<file path="src/rtl/mod_seq_ctrl_pkg.sv">
// Shared types and constants for the repeated-subtraction modulo sequencer.
package mod_seq_ctrl_pkg;

  typedef enum logic [2:0] {
    IDLE = 3'd0,
    LOAD = 3'd1,
    SUB  = 3'd2,
    DONE = 3'd3,
    ERR  = 3'd4
  } state_e;

  localparam logic SEL_LOAD = 1'b0;
  localparam logic SEL_SUB  = 1'b1;

endpackage

</file>
<file path="src/rtl/mod_iter_cnt.sv">
// Iteration counter with synchronous clear/enable and an all-ones terminal flag.
module mod_iter_cnt #(
  parameter int unsigned ITER_W = 16
) (
  input  logic              clk_i,
  input  logic              rst_ni,
  input  logic              clr_i,
  input  logic              en_i,
  output logic [ITER_W-1:0] cnt_o,
  output logic              term_o
);

  logic [ITER_W-1:0] cnt_q;

  always_ff @(posedge clk_i) begin
    if (!rst_ni) begin
      cnt_q <= '0;
    end else if (clr_i) begin
      cnt_q <= '0;
    end else if (en_i) begin
      cnt_q <= cnt_q + ITER_W'(1);
    end
  end

  assign cnt_o  = cnt_q;
  assign term_o = &cnt_q;

endmodule

</file>
<file path="src/rtl/mod_seq_ctrl.sv">
// Sequencer for the repeated-subtraction modulo datapath: latches operands,
// steps load/subtract, counts the quotient and flags div-by-zero or runaway.
module mod_seq_ctrl
  import mod_seq_ctrl_pkg::*;
#(
  parameter int unsigned W      = 32,
  parameter int unsigned ITER_W = 16
) (
  input  logic              CLK,
  input  logic              reset,
  input  logic              start,
  input  logic [W-1:0]      dividend,
  input  logic [W-1:0]      divisor,
  input  logic              x,
  input  logic [W-1:0]      temp,
  output logic [W-1:0]      op_a,
  output logic [W-1:0]      op_b,
  output logic              s,
  output logic              we,
  output logic              busy,
  output logic              done,
  output logic [W-1:0]      result,
  output logic [ITER_W-1:0] quotient,
  output logic              err_div0,
  output logic              err_timeout
);

  state_e              state_q, state_d;
  logic [W-1:0]        op_a_q, op_b_q, result_q;
  logic [ITER_W-1:0]   quotient_q;
  logic                busy_q, done_q, err_div0_q, err_timeout_q;
  logic                accept, div0, capture, timeout;
  logic                cnt_clr, cnt_en, cnt_term;
  logic [ITER_W-1:0]   cnt;

  mod_iter_cnt #(.ITER_W(ITER_W)) u_iter_cnt (
    .clk_i  (CLK),
    .rst_ni (reset),
    .clr_i  (cnt_clr),
    .en_i   (cnt_en),
    .cnt_o  (cnt),
    .term_o (cnt_term)
  );

  // s/we stay decoded from state because in SUB they depend on the live x.
  always_comb begin
    state_d = state_q;
    s       = SEL_LOAD;
    we      = 1'b0;
    cnt_clr = 1'b0;
    cnt_en  = 1'b0;
    accept  = 1'b0;
    div0    = 1'b0;
    capture = 1'b0;
    timeout = 1'b0;
    case (state_q)
      IDLE: begin
        if (start) begin
          if (divisor != '0) begin
            accept  = 1'b1;
            cnt_clr = 1'b1;
            state_d = LOAD;
          end else begin
            div0    = 1'b1;
            state_d = ERR;
          end
        end
      end
      LOAD: begin
        we      = 1'b1;
        state_d = SUB;
      end
      SUB: begin
        if (x) begin
          capture = 1'b1;
          state_d = DONE;
        end else if (cnt_term) begin
          timeout = 1'b1;
          state_d = ERR;
        end else begin
          s      = SEL_SUB;
          we     = 1'b1;
          cnt_en = 1'b1;
        end
      end
      DONE: begin
        s       = SEL_SUB;
        state_d = IDLE;
      end
      ERR:     state_d = IDLE;
      default: state_d = IDLE;
    endcase
  end

  always_ff @(posedge CLK) begin
    if (!reset) begin
      state_q       <= IDLE;
      op_a_q        <= '0;
      op_b_q        <= '0;
      result_q      <= '0;
      quotient_q    <= '0;
      busy_q        <= 1'b0;
      done_q        <= 1'b0;
      err_div0_q    <= 1'b0;
      err_timeout_q <= 1'b0;
    end else begin
      state_q <= state_d;
      busy_q  <= (state_d == LOAD) || (state_d == SUB);
      done_q  <= (state_d == DONE);
      if (accept) begin
        op_a_q        <= dividend;
        op_b_q        <= divisor;
        err_div0_q    <= 1'b0;
        err_timeout_q <= 1'b0;
      end
      if (div0) begin
        err_div0_q    <= 1'b1;
        err_timeout_q <= 1'b0;
      end
      if (timeout) begin
        err_timeout_q <= 1'b1;
      end
      if (capture) begin
        result_q   <= temp;
        quotient_q <= cnt;
      end
    end
  end

  assign op_a        = op_a_q;
  assign op_b        = op_b_q;
  assign result      = result_q;
  assign quotient    = quotient_q;
  assign busy        = busy_q;
  assign done        = done_q;
  assign err_div0    = err_div0_q;
  assign err_timeout = err_timeout_q;

endmodule

</file>
<file path="config.mk">
export PLATFORM = sky130hd
export DESIGN_NAME = mod_seq_ctrl
export DESIGN_NICKNAME = d
export VERILOG_FILES = /design/src/rtl/mod_seq_ctrl_pkg.sv /design/src/rtl/mod_iter_cnt.sv /design/src/rtl/mod_seq_ctrl.sv
export SDC_FILE = /design/constraint.sdc
export NUM_CORES = 1
export LEC_CHECK = 0
export CORE_ASPECT_RATIO = 1.1
export CORE_MARGIN = 2
export CORE_UTILIZATION = 47
export DETAILED_ROUTE_END_ITERATION = 12
export GPL_ROUTABILITY_DRIVEN = 1
export GPL_TIMING_DRIVEN = 1
export PLACE_DENSITY = 0.89
export SLEW_MARGIN = 10
export SYNTH_ARGS = -nofsm -noshare
export SYNTH_HDL_FRONTEND = slang
export SYNTH_SLANG_ARGS = --single-unit
</file>
<file path="constraint.sdc">
create_clock -name CLK -period 4.6 [get_ports CLK]
set_clock_uncertainty 0.15 [all_clocks]
set_input_delay 0.92 -clock CLK [delete_from_list [all_inputs] [get_ports CLK]]
set_output_delay 0.92 -clock CLK [all_outputs]
set_load 0.05 [all_outputs]
</file>
After elaboration in Yosys (flattened, before gate mapping)
Index checks and enable logic that the tools add are counted.
- mux-type cells: 25
- equal/unequal tests: 6
- reductions and logical operators: 7
- bitwise logic cells: 1
- add/sub/neg operators: 1
- operators by type and width (operator ; number):
    32-bit nonzero test ; 1
    1-bit 2-to-1 mux ; 18
    16-bit by 1-bit adder with 16-bit output (second input constant) ; 1
    16-bit AND reduction ; 1
    3-bit by 2-bit == test with 1-bit output (second input constant) ; 4
    3-bit 2-to-1 mux ; 4
    3-bit one-hot mux with 3 select lines ; 1
    3-bit by 1-bit == test with 1-bit output (second input constant) ; 2
    1-bit one-hot mux with 2 select lines ; 2
    3-bit logical NOT ; 1
    3-bit nonzero test ; 1
    2-bit nonzero test ; 1
    2-bit OR reduction ; 1
    1-bit logical OR ; 1
    1-bit NOT ; 1
- word-level logic and storage cells: 50
- bits in registers: 135
- output and inout port bits: 118
- input bits: 100

Longest topological paths before layout
- word-level depth: 7
- mapped depth: 8
- depth with buffers taken out: 5

Modules after synthesis
Synthesis repeated with hierarchy kept, for this count alone.
- cell total of the unflattened synthesis: 628
- area, all modules: 5221.3 µm²
- by module, submodules not included (module ; area each (µm²) ; instances ; seq. area each (µm²) ; cells each):
    mod_seq_ctrl ; 4453.0 ; 1 ; 2382.3 ; 540
    mod_iter_cnt ; 768.2 ; 1 ; 320.3 ; 88

Worst setup path after synthesis
OpenSTA, ideal clock, no wires.
- path type: input port to output port
- from: input port x
- to: output port we
- slack: 1305 ps
- stages: 3
- path buffers: 0
- data arrival time: 2225 ps
- required time: 3530 ps
- path through: inv_1 > nand2_1 > o21ai_0
- word-level cells in the longest chain between the ends: 2
- ends and longest elaborated chain (what ; RTL line ; source):
    start, declared ; mod_seq_ctrl.sv:14 ; input logic x,
    1-bit 2-to-1 mux ; mod_seq_ctrl.sv:74 ; if (x) begin
    1-bit one-hot mux with 2 select lines ; mod_seq_ctrl.sv:56 ; case (state_q)
    end, declared ; mod_seq_ctrl.sv:19 ; output logic we,
No other way between the ends.

Worst setup path in the final report
Same ends and word-level chain as after synthesis.

==> flow_metrics.tcl <==
set metrics [dict create \
    status "complete, no violations" \
    synth.area.top_cells "dfxtp_1 50%, nand2_1 16%, mux2i_1 12%" \
    die_area_um2 12400 \
    drive_above_1_share_pct 5.05 \
    powerDensity_nw_per_um2 403 \
    critical_path_arrival_ps 2820 \
    cts_resized 0 \
    first_global_vias 5034 \
    cp_cell_sequence "clkdlybuf4s50_1 > inv_1 > nand2_1 > o21ai_0 > clkdlybuf4s50_1" \
    multi_input_area_um2 2520 \
    combPwrFrac_pct 20.1 \
    critPathMaxFanout 10 \
    antenna_found_initial 0 \
    synth_enable_flop_cells 0 \
    yosysMostFrequentCell "nand2_1" \
    crit_buf_inv 3 \
    cts_tree "done" \
    grt-ovfl-total 0 \
    grt_usage_pct 23.4 \
    cpMostUsedCell "clkdlybuf4s50_1" \
    power.internal_mw 2.38 \
    p_sw_uw 946 \
    place.gp.congestion 0.833 \
    vias_per_cell 5.23 \
    required_ps 3530 \
    clk_pin_slew_worst_paths_ps 50 \
    rsz0062_at_grt "no" \
    cpPeakStageDelay_ps 860 \
    synth_seq_area_share_pct 50.0 \
    seq_area_um2 2700 \
    hold_violations 0 \
    holdCritPathClass "reg -> reg" \
    start_util_pct 47.7 \
    synthToLayoutAreaGrowth_pct 52.3 \
    relSlewSlack_pct 18.2 \
    timing.hold.ws_ps 300 \
    pwr-share-seq_pct 38.4 \
    ir_worst_vdd_uv 279 \
    fp.dieH_um 117 \
    synth-seq-cells 135 \
    cts.sinks 135 \
    synthesis.nets 742 \
    synthFlopType "dfxtp_1" \
    core_area_um2 11300 \
    routedWlPerCell_um 14.9 \
    diodes 0 \
    p_leak_nw 2.99 \
    power.share.switching_pct 28.5 \
    drt_iter0_drc 241 \
    worst_pin_slew_ps 1220 \
    clock_latency_ps 400 \
    clk_path_buf_depth 2 \
    yosys-top-cells-count "232 x nand2_1, 135 x dfxtp_1, 64 x mux2i_1, 57 x a21oi_1, 34 x clkbuf_1" \
    route.detailed.drc 0 \
    wl_um 14900 \
    port_buffers 217 \
    final_nets 939 \
    crit_family "buffers and inverters" \
    worstSetupEndpointType "output pin" \
    root_buffer "clkbuf_16" \
    power.share.clock_pct 41.5 \
    min_period_over_period_pct 84.5 \
    hp-start "quotient[1]" \
    first_pass_iters 5 \
    startpoint_type "input port" \
    ant_nets 0 \
    fill_cells 826 \
    synth_top_cell_area_share_pct 50.0 \
    htree_levels 4 \
    fin_crit_ps 3890 \
    num_vias 5234 \
    drv_slew 0 \
    reg2reg_slack_ps 2170 \
    crit_type "in -> out" \
    post_cts_buffers 0 \
    power.total_mw 3.32 \
    synth_top_area_cell "dfxtp_1" \
    dp_hpwl_um 10700 \
    die_w_um 106 \
    synth.distinct_cells 32 \
    finalSetupTns_ps 0 \
    setup_viol 0 \
    critPathSlowestCell "clkdlybuf4s50_1" \
    synthArstFlopShare_pct 0 \
    cts_inserted_buffers 17 \
    rows 41 \
    startpoint "x" \
    io_pins 218 \
    postSynthAreaPerCell_um2 8.44 \
    cts_hold_buf 0 \
    fmax_mhz 257 \
    synth_area_um2 5410 \
    grt_max_degree 102 \
    drv_cap 0 \
    synthCells 641 \
    r2r-start "u_iter_cnt.cnt_o[10]" \
    yosys_warnings 0 \
    grt_pass1_wl_um 23200 \
]
==> placed cells by master, fill, tap and decap left out, types with 2 or more instances in the layout <==
| cell type | instances |
|---|---|
| dfxtp_1 | 135 |
| nor3b_1 | 2 |
| o31ai_1 | 7 |
| nor4_1 | 12 |
| clkinv_2 | 2 |
| and2_1 | 3 |
| bufinv_16 | 3 |
| o21ai_0 | 8 |
| clkdlybuf4s50_1 | 215 |
| clkbuf_16 | 17 |
| mux2i_1 | 64 |
| or4_1 | 8 |
| and3_1 | 4 |
| nand2_1 | 232 |
| nand3_1 | 10 |
| a21oi_1 | 56 |
| buf_4 | 8 |
| clkbuf_1 | 2 |
| nor4b_1 | 2 |
| nor3_1 | 5 |
| a311o_1 | 2 |
| clkbuf_8 | 2 |
| or3_1 | 3 |
| nand4_1 | 7 |
| nor2_1 | 9 |
| clkinvlp_4 | 4 |
| a211oi_1 | 12 |
| and4_1 | 4 |
==> worst paths after layout <==
check | depth (start not counted) | to
worst min-delay path | 2 | quotient[1]
worst max-delay path | 5 | we
worst max register to register | 4 | u_iter_cnt.cnt_o[6]
worst min register to register | 2 | quotient[1]
==> cells by family after synthesis <==
family / synth area share, %
compound gates: 9.37
fa+ha+maj: 0.231
xor+xnor: 0.162
buf+inv: 3.63
simple gates: 24.8
flops: 50.0
mux: 11.8
==> metal layers <==
layer	GRT usage, %	share of wire [%]
met5	0	0
met4	7.19	0.91
met3	9.77	9.2
met2	41.1	50
met1	26.0	40
==> tightest hold or removal path: stages (launching register included) <==
cell and delay [ps]:
dfxtp_1 300, nand2_1 50, a21oi_1 50
==> per-stage QoR <==
| step | setup slack [ps] | cells | util, % | cell area, µm² |
|---|---|---|---|---|
| after floorplan | 1300 | 641 | - | 5410 |
| after global placement | 781 | 969 | 67.3 | 7630 |
| after detailed placement | 727 | 969 | 67.3 | 7630 |
| after CTS | 725 | 1001 | 72.7 | 8240 |
| after global routing | 617 | 1001 | 72.7 | 8240 |
| final | 713 | 1001 | 72.7 | 8240 |
==> flip-flops by register name (all words and copies together) (netlist names) <==
name,count
quotient,16
done,1
busy,1
op_b,32
err_div0,1
err_timeout,1
result,32
state_q,3
u_iter_cnt.cnt_o,16
op_a,32
==> final cells by class <==
type / count / area share, %
flip-flops and latches: 135 / 32.8
multi-input cells: 459 / 30.6
repair buffers: 223 / 26.8
clock buffers: 21 / 5.59
well taps: 150 / 2.28
clock inverters: 11 / 1.79
inverters: 2 / 0.0911
==> power by group through the flow <==
stage               registers [mW]  logic, mW  clock network (mW)
finish                        1.27      0.667                1.38
global route                  1.28      0.704                1.46
CTS                           1.27      0.672                1.40
detailed placement            1.30      0.668                   0
global placement              1.29      0.657                   0
floorplan                     1.52      0.192                   0
No activity file was read; power rests on OpenSTA's default activity.
